--- config.mk ---
export PLATFORM = sky130hd
export DESIGN_NAME = pipeline_hazard_ctrl
export DESIGN_NICKNAME = d
export VERILOG_FILES = /design/src/rtl/pipeline_pkg.sv /design/src/rtl/hazard_fwd_mux_sel.sv /design/src/rtl/pipeline_hazard_ctrl.sv
export SDC_FILE = /design/constraint.sdc
export NUM_CORES = 1
export LEC_CHECK = 0
export ABC_AREA = 1
export ABC_CLOCK_PERIOD_IN_PS = 1410
export BUFFER_PORTS_ARGS = -buffer_cell sky130_fd_sc_hd__buf_2
export CORE_ASPECT_RATIO = 1.5
export CORE_UTILIZATION = 45
export CTS_CLUSTER_DIAMETER = 30
export DETAILED_ROUTE_END_ITERATION = 10
export PLACE_DENSITY = 0.77
export SLEW_MARGIN = 25
export SYNTH_ARGS = -nofsm -noshare
export SYNTH_HDL_FRONTEND = slang
export SYNTH_SLANG_ARGS = --single-unit
--- constraint.sdc ---
create_clock -name clk -period 1.41 [get_ports clk]
set_clock_uncertainty 0.1 [all_clocks]
set_input_delay 0.0705 -clock clk [delete_from_list [all_inputs] [get_ports clk]]
set_output_delay 0.0705 -clock clk [all_outputs]
set_load 0.02 [all_outputs]
--- src/rtl/pipeline_pkg.sv ---
// pipeline_pkg: shared forwarding codes, FSM states and shadow-slot type for pipeline_hazard_ctrl.
package pipeline_pkg;
  localparam int MAX_AW = 16;
  localparam logic [1:0] FWD_REGFILE = 2'b00;
  localparam logic [1:0] FWD_WB = 2'b01;
  localparam logic [1:0] FWD_EXDM = 2'b10;
  typedef enum logic {RUN, LU_WAIT} state_t;
  typedef struct packed {
    logic valid;
    logic [MAX_AW-1:0] rd;
    logic reg_write;
    logic mem_read;
    logic [MAX_AW-1:0] rs;
    logic [MAX_AW-1:0] rt;
    logic uses_rs;
    logic uses_rt;
  } slot_t;
  // r0 is hard-wired zero, so it never produces a dependency
  function automatic logic reg_hit(input logic en, input logic [MAX_AW-1:0] rd, input logic [MAX_AW-1:0] src);
    return en && src == rd && src != '0;
  endfunction
endpackage

--- src/rtl/hazard_fwd_mux_sel.sv ---
// hazard_fwd_mux_sel: forwarding select for one EX operand; the DM producer is newer and wins over WB.
module hazard_fwd_mux_sel
  import pipeline_pkg::*;
(
  input  logic [MAX_AW-1:0] i_src,
  input  logic              i_dm_en,
  input  logic [MAX_AW-1:0] i_dm_rd,
  input  logic              i_wb_en,
  input  logic [MAX_AW-1:0] i_wb_rd,
  output logic [1:0]        o_sel
);
  always_comb o_sel = reg_hit(i_dm_en, i_dm_rd, i_src) ? FWD_EXDM :
                      reg_hit(i_wb_en, i_wb_rd, i_src) ? FWD_WB : FWD_REGFILE;
endmodule

--- src/rtl/pipeline_hazard_ctrl.sv ---
// pipeline_hazard_ctrl: stall/bubble/flush, forwarding and WB bypass control for a 5-stage pipeline.
// HAZ_FORWARD_EN enables forwarding and bypass; without it the block is interlock-only.
module pipeline_hazard_ctrl
  import pipeline_pkg::*;
#(
  parameter int REG_AW = 5,
  parameter int LU_STALL = 1,
  parameter int CNT_W = 3
) (
  input  logic              clk,
  input  logic              reset,
  input  logic              id_valid,
  input  logic [REG_AW-1:0] id_rs,
  input  logic [REG_AW-1:0] id_rt,
  input  logic              id_uses_rs,
  input  logic              id_uses_rt,
  input  logic              id_reg_write,
  input  logic              id_mem_read,
  input  logic [REG_AW-1:0] id_rd,
  input  logic              ex_branch_taken,
  output logic              stall_if,
  output logic              stall_id,
  output logic              bubble_ex,
  output logic              flush_if_id,
  output logic [1:0]        fwd_a_sel,
  output logic [1:0]        fwd_b_sel,
  output logic              id_bypass_rs,
  output logic              id_bypass_rt
);
  slot_t r_ex, r_dm, r_wb, w_id;
  state_t r_state, w_state_nx;
  logic [CNT_W-1:0] r_stall_cnt, w_cnt_nx;
  logic [MAX_AW-1:0] w_rs, w_rt;
  logic [1:0] w_fwd_a, w_fwd_b;
  logic w_ex_wr, w_dm_wr, w_dm_fwd, w_wb_wr, w_lu_haz, w_raw_haz, w_stall, w_issue, w_unused;

  assign w_rs = MAX_AW'(id_rs);
  assign w_rt = MAX_AW'(id_rt);
  assign w_id = '{valid: 1'b1, rd: MAX_AW'(id_rd), reg_write: id_reg_write, mem_read: id_mem_read,
                  rs: w_rs, rt: w_rt, uses_rs: id_uses_rs, uses_rt: id_uses_rt};
  assign w_ex_wr = r_ex.valid & r_ex.reg_write;
  assign w_dm_wr = r_dm.valid & r_dm.reg_write;
  assign w_dm_fwd = w_dm_wr & ~r_dm.mem_read;
  assign w_wb_wr = r_wb.valid & r_wb.reg_write;
  assign w_lu_haz = id_valid & r_ex.mem_read & (id_uses_rs & reg_hit(w_ex_wr, r_ex.rd, w_rs) |
                                                id_uses_rt & reg_hit(w_ex_wr, r_ex.rd, w_rt));

  hazard_fwd_mux_sel u_fwd_a (.i_src(r_ex.rs), .i_dm_en(w_dm_fwd), .i_dm_rd(r_dm.rd),
                              .i_wb_en(w_wb_wr), .i_wb_rd(r_wb.rd), .o_sel(w_fwd_a));
  hazard_fwd_mux_sel u_fwd_b (.i_src(r_ex.rt), .i_dm_en(w_dm_fwd), .i_dm_rd(r_dm.rd),
                              .i_wb_en(w_wb_wr), .i_wb_rd(r_wb.rd), .o_sel(w_fwd_b));

`ifdef HAZ_FORWARD_EN
  assign w_raw_haz = 1'b0;
  assign fwd_a_sel = w_fwd_a;
  assign fwd_b_sel = w_fwd_b;
  assign id_bypass_rs = id_uses_rs & reg_hit(w_wb_wr, r_wb.rd, w_rs);
  assign id_bypass_rt = id_uses_rt & reg_hit(w_wb_wr, r_wb.rd, w_rt);
`else
  // WB producers are safe: the register file writes before ID reads in the same cycle
  assign w_raw_haz = id_valid & (id_uses_rs & (reg_hit(w_ex_wr, r_ex.rd, w_rs) | reg_hit(w_dm_wr, r_dm.rd, w_rs)) |
                                 id_uses_rt & (reg_hit(w_ex_wr, r_ex.rd, w_rt) | reg_hit(w_dm_wr, r_dm.rd, w_rt)));
  assign fwd_a_sel = FWD_REGFILE;
  assign fwd_b_sel = FWD_REGFILE;
  assign id_bypass_rs = 1'b0;
  assign id_bypass_rt = 1'b0;
`endif

  always_comb begin
    w_state_nx = r_state;
    w_cnt_nx = r_stall_cnt;
    w_stall = 1'b0;
    if (ex_branch_taken) begin
      w_state_nx = RUN;
      w_cnt_nx = '0;
    end else if (r_state == LU_WAIT) begin
      w_stall = 1'b1;
      w_cnt_nx = r_stall_cnt - 1'b1;
      w_state_nx = (r_stall_cnt == CNT_W'(1)) ? RUN : LU_WAIT;
    end else begin
      w_stall = w_lu_haz | w_raw_haz;
      if (w_lu_haz) begin
        w_cnt_nx = CNT_W'(LU_STALL - 1);
        w_state_nx = (LU_STALL > 1) ? LU_WAIT : RUN;
      end
    end
  end

  assign stall_if = w_stall;
  assign stall_id = w_stall;
  assign bubble_ex = w_stall | ex_branch_taken;
  assign flush_if_id = ex_branch_taken;
  assign w_issue = id_valid & ~stall_id & ~flush_if_id;
  assign w_unused = ^{r_ex, r_dm, r_wb, w_fwd_a, w_fwd_b};

  always_ff @(posedge clk or negedge reset)
    if (!reset) begin
      r_ex <= '0;
      r_dm <= '0;
      r_wb <= '0;
      r_state <= RUN;
      r_stall_cnt <= '0;
    end else begin
      r_wb <= r_dm;
      r_dm <= r_ex;
      r_ex <= w_issue ? w_id : '0;
      r_state <= w_state_nx;
      r_stall_cnt <= w_cnt_nx;
    end
endmodule
### After elaboration in Yosys (flattened, before gate mapping)

Cells that the tools add are included.

| storage, ports and cells | value |
|---|---|
| register bits after elaboration | 41 |
| input bits | 23 |
| output and inout bits | 10 |
| logic and storage cells | 54 |

| operators by class | value |
|---|---|
| $add $sub $neg | 1 |
| equal/unequal tests | 5 |
| muxes and demuxes | 9 |
| bitwise logic cells | 19 |
| reductions and logical operators | 11 |

Operator list:

| operator | count |
|---|---|
| $eq A5 B16 Y1 | 4 |
| $mux W53 | 1 |
| $reduce_bool A16 Y1 | 2 |
| $and A1 B1 Y1 | 11 |
| $mux W3 | 3 |
| $logic_and A1 B1 Y1 | 8 |
| $or A1 B1 Y1 | 6 |
| $mux W1 | 5 |
| $eq A3 B1 Y1 const B | 1 |
| $reduce_bool A3 Y1 | 1 |
| $sub A3 B1 Y3 const B | 1 |
| $not A1 Y1 | 2 |

### Longest topological paths before layout

Gate-level depths: netlist of the first run.

| logic depth | value |
|---|---|
| depth after elaboration | 14 |
| gate-level depth with buffers | 11 |
| gate-level depth less buffers | 11 |

### Worst setup path after synthesis of the first run

No wires, ideal clock.

| timing | value |
|---|---|
| path kind | register to output |
| from | register r_dm[40] in the netlist's numbering |
| to | output stall_if |
| arrival time | 1.554 ns |
| setup slack | -0.315 ns |
| cell stages (with the launch flop) | 8 |
| path through | dfrtp_1 or2_0 a21oi_1 nand3_1 nand2_1 o21ai_1 a21oi_1 buf_4 |

| between the ends | value |
|---|---|
| word-level cells in the longest chain between the ends | 10 |
| elaborated cells on any way between the ends | 15 |

RTL lines:

| element | RTL line | text |
|---|---|---|
| start, declared | pipeline_hazard_ctrl.sv:30 | `slot_t r_ex, r_dm, r_wb, w_id;` |
| start signal, assigned | pipeline_hazard_ctrl.sv:105 | `r_dm <= r_ex;` |
| $eq A5 B16 Y1 | pipeline_pkg.sv:20 | `return en && src == rd && src != '0;` |
| $logic_and A1 B1 Y1 (2 in a row) | pipeline_pkg.sv:20 |  |
| $or A1 B1 Y1, on equally long branches | pipeline_hazard_ctrl.sv:61, pipeline_hazard_ctrl.sv:62 |  |
| $and A1 B1 Y1, on equally long branches | pipeline_hazard_ctrl.sv:61, pipeline_hazard_ctrl.sv:62 |  |
| $or A1 B1 Y1 * | pipeline_hazard_ctrl.sv:61 | `assign w_raw_haz = id_valid & (id_uses_rs & (reg_hit(w_ex_wr, r_ex.rd, w_rs) \| reg_hit(w_dm_wr, r_dm.rd, w_rs) ...` |
| $and A1 B1 Y1 * | pipeline_hazard_ctrl.sv:61 |  |
| $or A1 B1 Y1 * | pipeline_hazard_ctrl.sv:81 | `w_stall = w_lu_haz \| w_raw_haz;` |
| $mux W1 * | pipeline_hazard_ctrl.sv:76 | `end else if (r_state == LU_WAIT) begin` |
| $mux W1 * | pipeline_hazard_ctrl.sv:73 | `if (ex_branch_taken) begin` |
| end, declared | pipeline_hazard_ctrl.sv:21 | `output logic stall_if,` |

Mark *: on every way between the ends. The rest lies on a longest branch, timed or not.

### Worst setup path in the final report of the first run

| timing | value |
|---|---|
| from | register r_ex[35] in the netlist's numbering |
| to | output stall_id |

| between the ends | value |
|---|---|
| word-level cells in the longest chain between the ends | 10 |
| elaborated cells on any way between the ends | 18 |

RTL lines:

| element | RTL line | text |
|---|---|---|
| start, declared | pipeline_hazard_ctrl.sv:30 |  |
| start signal, assigned | pipeline_hazard_ctrl.sv:106 | `r_ex <= w_issue ? w_id : '0;` |
| $and A1 B1 Y1 * | pipeline_hazard_ctrl.sv:41 | `assign w_ex_wr = r_ex.valid & r_ex.reg_write;` |
| $logic_and A1 B1 Y1 (2 in a row) | pipeline_pkg.sv:20 |  |
| $or A1 B1 Y1, on equally long branches | pipeline_hazard_ctrl.sv:61, pipeline_hazard_ctrl.sv:62 |  |
| $and A1 B1 Y1, on equally long branches | pipeline_hazard_ctrl.sv:61, pipeline_hazard_ctrl.sv:62 |  |
| $or A1 B1 Y1 | pipeline_hazard_ctrl.sv:61 |  |
| $and A1 B1 Y1 | pipeline_hazard_ctrl.sv:61 |  |
| $or A1 B1 Y1 * | pipeline_hazard_ctrl.sv:81 |  |
| $mux W1 * | pipeline_hazard_ctrl.sv:76 |  |
| $mux W1 * | pipeline_hazard_ctrl.sv:73 |  |
| end, declared | pipeline_hazard_ctrl.sv:22 | `output logic stall_id,` |

Marked as above.

==> metrics.md, run 1 <==
| Metric | Value |
|---|---|
| Status | finished, violations left |
| Failing checks | setup timing |
| Initial antenna violation count | 0 |
| Setup TNS | -2250 ps |
| Core area | 2290 um2 |
| CTS H-tree lvls | 1 |
| Fraction of layout cells with a size suffix above 1 | 0.249 |
| Total Wirelength | 2300 um |
| Pin count of the biggest net entering global routing | 20 |
| Fmax | 560 MHz |
| Number of synthesized register bits | 19 |
| Sw power | 0.288 mW |
| Final setup viols | 13 |
| Hold Crit Class | in2reg |
| Synth area leader | dfrtp_1 |
| Nets | 215 |
| Die Height | 63.0 um |
| Via Count | 1018 |
| Syn Area/Cell | 7.39 um2 |
| Total CTS buffers | 3 |
| Async set-reset flop share out of synthesis | 1.00 |
| I/O Pins | 33 |
| Footprint of the multi-input gates | 538 um2 |
| Sequential share of the synthesized area | 0.426 |
| DRC | 0 |
| DR iter-0 viols | 11 |
| Clock Tree Buf Depth | 2 |
| Yosys warns | 0 |
| Dpl ws | -82.6 ps |
| Worst-path maximum fanout | 3 |
| TritonCTS clock tree | built |
| Worst Setup End Kind | output port |
| Post-synth top flop | dfrtp_1 |
| Post-synth top cells | nand2_1 (37), inv_1 (28), nor2_1 (20) |
| Number of global-route vias before repair | 944 |
| Startpoint Class | flip-flop |
| Synth unique cells | 20 |
| Most frequent cell after synthesis | nand2_1 |
| Synth Instances | 151 |
| Fillers | 202 |
| Final Cycle Share | 1.27 |
| Global-route wire length before repair | 3610 um |
| Antenna diodes | 0 |
| RSZ-0062 raised after global routing | yes |
| Pint | 0.747 mW |
| Final worst slack | -376 ps |
| Leak | 0.765 nW |
| Share of the synthesized area in the top cell type | 0.426 |
| Max-slew violations | 0 |
| Kind of critical path | reg2out |
| DR WL/cell | 10.9 um |
| DP Wirelength | 1730 um |
| Final hold vios | 0 |
| Synthesized area | 1120 um2 |
| P&R area growth vs syn | 27.6% |
| Min Clock Period, post-route | 1790 ps |
| Max-Cap Viols | 0 |
| Switching part of the total power | 0.278 |
| Clock power frac | 0.264 |
| Via-per-instance ratio | 4.80 |
| Clk slew on worst S/H paths | 110 ps |
| Top post-synthesis cells by area | dfrtp_1 (43%), nand2_1 (12%), inv_1 (9.4%), nor2_1 (6.7%), buf_4 (5.4%) |
| # clock sinks | 19 |
| Port Buf Inserts | 26 |
| Starting density of the core | 0.488 |
| Detail Route Antenna Nets | 0 |
| # rows | 21 |
| Seq pwr share | 0.556 |
| Routability cong. | 0.867 |
| Full die area | 2690 um2 |
| Worst EP required | 1240 ps |
| WP data arrival | 1620 ps |
| Peak supply drop | 0.000453 V |
| Die W | 42.7 um |
| GRT Overall Usage | 0.173 |
| DRT Pass-1 Iters | 5 |
| PD cells | 727 nW/um2 |
| Sequential cell area | 475 um2 |
| Total gr overflow | 0 |
| Power share of the combinational group | 0.181 |
| Worst-Skew Late Latency | 300 ps |
| Root Driver | clkbuf_4 |
| EDFF count, synth | 0 |
-- worst paths after layout --
path / slack, ps / startpoint / cells after the start / to
setup / recovery: -380 / r_ex[35]$_DFF_PN0_ / 9 / stall_id
hold / removal: 60 / ex_branch_taken / 3 / r_state$_DFF_PN0_
setup reg to reg: -160 / r_dm[37]$_DFF_PN0_ / 12 / r_ex[38]$_DFF_PN0_
hold reg to reg: 290 / r_ex[52]$_DFF_PN0_ / 0 / r_dm[52]$_DFF_PN0_
max in group asynchronous: 790 / reset / 2 / r_dm[39]$_DFF_PN0_
min in group asynchronous: 130 / reset / 2 / r_stall_cnt[1]$_DFFE_PN0P_
-- area by class of cell --
cell class,instances,area share
multi-input combinational,100,0.378
sequential,19,0.334
tap,23,0.0202
clock buffer,3,0.0158
timing repair buffer,37,0.172
clock inverter,1,0.00351
inverter,29,0.0764
-- routing by layer --
layer | GRT usage | part of all wire | wire length, um | vias up
li1 | - | - | - | 513
met1 | 0.184 | 0.37 | 848 | 467
met2 | 0.314 | 0.56 | 1290 | 27
met3 | 0.0231 | 0.035 | 80 | 11
met4 | 0.0938 | 0.035 | 80 | 0
met5 | 0 | 0 | 0 | -
-- logic make-up (layout without fill, tap and decap cells) --
family / count (synthesis) / in the layout / share of synthesized area
simple gates: 71 / 71 / 0.270
buf+inv: 37 / 70 / 0.151
other cells: 1 / 6 / 0.00336
fa+ha+maj: 2 / 2 / 0.0224
flops: 19 / 19 / 0.426
compound gates: 12 / 12 / 0.0561
xor+xnor: 9 / 9 / 0.0706
-- power groups by stage --
stage          Combinational (mW)  Clock [mW]  Sequential, mW
5_1_grt                     0.209       0.306           0.578
3_3_place_gp                0.159           0           0.585
6_report                    0.187       0.273           0.575
4_1_cts                     0.179       0.273           0.575
3_5_place_dp                0.162           0           0.585
2_1_floorplan               0.104           0           0.583
-- flip-flops by register name, indices dropped and copies added (netlist names) --
| name | cells |
|---|---|
| r_ex | 8 |
| r_state | 1 |
| r_dm | 7 |
| r_stall_cnt | 3 |
-- critical path, cell delays in order, from the launching register on --
cell     delay (ps)
dfrtp_1         370
nand2_1          90
a21oi_1         130
nand2_1          80
nor2_2          100
nand3_2          90
nand2_4          90
o21ai_4          70
a21oi_4         150
buf_6           140
-- metrics by stage --
step | power, mW | instance area [um2] | hold slack [ps] | instances | util
2_1_floorplan | 0.686 | 1160 | -325 | 156 | -
3_3_place_gp | 0.744 | 1260 | -79.7 | 198 | 0.551
3_5_place_dp | 0.747 | 1260 | -70.3 | 198 | 0.551
4_1_cts | 1.03 | 1380 | 48.9 | 210 | 0.604
5_1_grt | 1.09 | 1420 | 64.5 | 212 | 0.623
6_report | 1.04 | 1420 | 57.0 | 212 | 0.623
-- placed cells by master, fill, tap and decap left out, types with 3 or more instances in the layout --
cell type	netlist	layout
dfrtp_1	19	19
nand2_2	2	3
dlygate4sd3_1	0	8
xnor2_1	6	5
nand3_1	7	7
nor2_1	20	17
nor2_2	1	4
buf_4	8	3
conb_1	1	6
clkbuf_4	0	3
xor2_1	3	3
inv_1	28	28
nand2_1	37	35
buf_2	0	24
a21oi_1	6	5
o21ai_0	4	3
-- what timing repair did --
item	CTS	global route
buffers inserted	0	2
hold buffers	8	0
gates resized for setup	5	7
setup endpoints to repair	13	14
pin swaps	2	6
endpoints found under the hold margin	26	0
Note: power is estimated with default switching activity, not from simulation.
==> run 2: changes to the inputs <==
--- a/config.mk
+++ b/config.mk
@@ -16,4 +16,5 @@
 export SLEW_MARGIN = 25
 export SYNTH_ARGS = -nofsm -noshare
 export SYNTH_HDL_FRONTEND = slang
+export SYNTH_HIERARCHICAL = 1
 export SYNTH_SLANG_ARGS = --single-unit
==> constraint.sdc (replaced) <==
create_clock -name clk -period 1.41 [get_ports clk]
set_clock_uncertainty 0.1 [all_clocks]
set_input_delay 0.0705 -clock clk [delete_from_list [all_inputs] [get_ports clk]]
set_output_delay 0.0705 -clock clk [all_outputs]
set_load 0.1 [all_outputs]
==> run 2 against run 1 <==
Compared with the run above:
- the flow still finishes with violations (setup timing)
- sequential share of layout area down 1.4 points
- wire length up 6.0%
- first-iteration DRC count up 64%
- sequential power about the same
- combinational power up 43%
- critical path type unchanged
- power up 9.6%
- die area unchanged
- global-route usage up 2.2 points
- non-clock buffer count up 3
- highest routed layer unchanged
==> metrics.md, run 2 <==
| Metric | Value |
|---|---|
| Sequential share of the synthesized area | 0.426 (unchanged) |
| Min Clock Period, post-route | 1960 ps (was 1790 ps) |
| Final setup viols | 14 (was 13) |
| Fraction of layout cells with a size suffix above 1 | 0.292 (was 0.249) |
| Max-Cap Viols | 0 (unchanged) |
| TritonCTS clock tree | built (unchanged) |
| Clk slew on worst S/H paths | 120 ps (was 110 ps) |
| Via Count | 1039 (was 1018) |
| Core area | 2290 um2 (unchanged) |
| DR iter-0 viols | 18 (was 11) |
| Synth area leader | dfrtp_1 (unchanged) |
| Number of global-route vias before repair | 1028 (was 944) |
| Biggest regs | r_ex (8), r_dm (7), r_stall_cnt (3) (unchanged) |
| Synth unique cells | 20 (unchanged) |
| Switching part of the total power | 0.335 (was 0.278) |
| Worst-path maximum fanout | 2 (was 3) |
| Hold WS | 33.9 ps (was 57.0 ps) |
| DRC | 0 (unchanged) |
| Total CTS buffers | 3 (unchanged) |
| Async set-reset flop share out of synthesis | 1.00 (unchanged) |
| Syn Area/Cell | 7.39 um2 (unchanged) |
| GRT Overall Usage | 0.195 (was 0.173) |
| Die Height | 63.0 um (unchanged) |
| Nets | 218 (was 215) |
| Most flop-heavy register | r_ex (unchanged) |
| Synth Instances | 151 (unchanged) |
| Most frequent cells in the layout | nand2_1 (35), inv_1 (27), buf_2 (23) (was nand2_1 (35), inv_1 (28), buf_2 (24)) |
| Number of flip-flops in the largest register | 8 (unchanged) |
| Util after Layout | 0.652 (was 0.623) |
| Most frequent cell after synthesis | nand2_1 (unchanged) |
| Port Buf Inserts | 26 (unchanged) |
| Die W | 42.7 um (unchanged) |
| Clock Tree Buf Depth | 2 (unchanged) |
| I/O Pins | 33 (unchanged) |
| Pin count of the biggest net entering global routing | 20 (unchanged) |
| Sequential cell area | 477 um2 (was 475 um2) |
| DR WL/cell | 11.3 um (was 10.9 um) |
| Routability cong. | 0.852 (was 0.867) |
| Leak | 0.780 nW (was 0.765 nW) |
| Top post-synthesis cells by area | dfrtp_1 (43%), nand2_1 (12%), inv_1 (9.4%), nor2_1 (6.7%), buf_4 (5.4%) (unchanged) |
| Synthesized area | 1120 um2 (unchanged) |
| Full die area | 2690 um2 (unchanged) |
| Fillers | 197 (was 202) |
| Share of the synthesized area in the top cell type | 0.426 (unchanged) |
| Post-synth top flop | dfrtp_1 (unchanged) |
| Worst EP required | 1240 ps (about the same) |
| Antenna diodes | 0 (unchanged) |
| Yosys warns | 6 (was 0) |
| Seq pwr share | 0.508 (was 0.556) |
| Footprint of the multi-input gates | 547 um2 (was 538 um2) |
| Max-slew violations | 0 (unchanged) |
| Final hold vios | 0 (unchanged) |
| # clock sinks | 19 (unchanged) |
| Sw power | 0.380 mW (was 0.288 mW) |
| Dpl ws | -230 ps (was -82.6 ps) |
| Leading cell type in the layout, fill and taps excluded | nand2_1 (unchanged) |
| Initial antenna violation count | 0 (unchanged) |
| Starting density of the core | 0.488 (unchanged) |
| Startpoint Class | flip-flop (unchanged) |
| Root Driver | clkbuf_4 (unchanged) |
| Via-per-instance ratio | 4.83 (was 4.80) |
| Worst-Skew Late Latency | 310 ps (was 300 ps) |
| Worst Setup End Kind | output port (unchanged) |
| Global-route wire length before repair | 3940 um (was 3610 um) |
| Status | finished, violations left (unchanged) |
| Failing checks | setup timing (unchanged) |
| Hold Crit Class | in2reg (unchanged) |
| Tot Pwr | 1.13 mW (was 1.04 mW) |
| P&R area growth vs syn | 33.6% (was 27.6%) |
| Number of synthesized register bits | 19 (unchanged) |
| PD cells | 760 nW/um2 (was 727 nW/um2) |
| Fmax | 509 MHz (was 560 MHz) |
| Final worst slack | -555 ps (was -376 ps) |
| EDFF count, synth | 0 (unchanged) |
| Peak supply drop | 0.000606 V (was 0.000453 V) |
| WP data arrival | 1790 ps (was 1620 ps) |
| CTS H-tree lvls | 1 (unchanged) |
| Total Wirelength | 2440 um (was 2300 um) |
| DP Wirelength | 1850 um (was 1730 um) |
| Clock power frac | 0.257 (was 0.264) |
| Power share of the combinational group | 0.236 (was 0.181) |
| Kind of critical path | reg2out (unchanged) |
| Final Cycle Share | 1.39 (was 1.27) |
| DRT Pass-1 Iters | 4 (was 5) |
| # rows | 21 (unchanged) |
| RSZ-0062 raised after global routing | yes (unchanged) |
| Detail Route Antenna Nets | 0 (unchanged) |
| Post-synth top cells | nand2_1 (37), inv_1 (28), nor2_1 (20) (unchanged) |
| Total gr overflow | 0 (unchanged) |
| Pint | 0.754 mW (was 0.747 mW) |
==> run 2: cell counts after synthesis <==
No cell type changed its count.
==> run 2: cell families (layout without fill, tap and decap cells) <==
| family | count (synthesis) | in the layout | share of synthesized area |
|---|---|---|---|
| other | 1 | 6 | 0.00336 |
| AO/OA/AOI/OAI | 12 | 12 | 0.0561 |
| adder cells (fa/ha/maj) | 2 | 2 | 0.0224 |
| AND/OR/NAND/NOR | 71 | 71 | 0.270 |
| XOR/XNOR | 9 | 9 | 0.0706 |
| buffers and inverters | 37 | 73 | 0.151 |
| flip-flops | 19 | 19 | 0.426 |
==> run 2: what timing repair did <==
action	4_1_cts	5_1_grt
endpoints found under the setup margin	14	14
hold buffers	8	0
gates cloned	0	0
hold endpoints to repair	26	0
gates resized for setup	7	9
setup buffers	4	1
pin swaps	4	9
==> run 2: final cells by class <==
cell class / instances / share of cell area
Timing Repair Buffer: 40 / 0.201
Clock buffer: 3 / 0.0151
Tap cell: 23 / 0.0193
Multi-Input combinational cell: 100 / 0.367
Clock inverter: 1 / 0.00503
Sequential cell: 19 / 0.320
Inverter: 29 / 0.0730
==> run 2: critical path, cell delays in order, from the launching register on <==
cell and delay (ps):
dfrtp_1 380, nand2_1 110, a21oi_2 120, nand2_1 70, nor2_2 130, nand3_2 80, nand2_2 100, o21ai_4 80
a21oi_4 220, buf_12 200
==> run 2: routing by layer <==
layer | global-route usage | vias up | wire (um)
met1 | 0.206 | 485 | 909
met2 | 0.356 | 26 | 1360
met3 | 0.0260 | 9 | 89
met4 | 0.105 | 0 | 80
li1 | - | 519 | -
met5 | 0 | - | 0
==> run 2: final timing paths <==
kind / startpoint / to / slack, ps / depth (start not counted)
hold reg to reg: r_ex[35]$_DFF_PN0_ / r_dm[35]$_DFF_PN0_ / 290 / 0
hold / removal: id_valid / r_ex[39]$_DFF_PN0_ / 30 / 3
setup / recovery: r_ex[52]$_DFF_PN0_ / stall_if / -550 / 9
max in group asynchronous: reset / r_ex[39]$_DFF_PN0_ / 770 / 2
setup reg to reg: r_dm[40]$_DFF_PN0_ / r_ex[34]$_DFF_PN0_ / -310 / 10
min in group asynchronous: reset / r_stall_cnt[0]$_DFFE_PN0P_ / 110 / 2
==> run 2: power groups by stage <==
stage | logic (mW) | clock network (mW) | registers, mW
after floorplan | 0.178 | 0 | 0.583
after global placement | 0.236 | 0 | 0.584
after detailed placement | 0.240 | 0 | 0.586
after CTS | 0.262 | 0.303 | 0.575
after global routing | 0.288 | 0.321 | 0.579
final | 0.267 | 0.291 | 0.576
==> run 2: metrics by stage <==
| stage | std cells | setup TNS (ps) | instance area, um2 |
|---|---|---|---|
| floorplan | 156 | -1210 | 1160 |
| global placement | 198 | -1400 | 1300 |
| detailed placement | 198 | -2200 | 1300 |
| CTS | 214 | -4100 | 1460 |
| global route | 215 | -6260 | 1490 |
| finish | 215 | -4460 | 1490 |
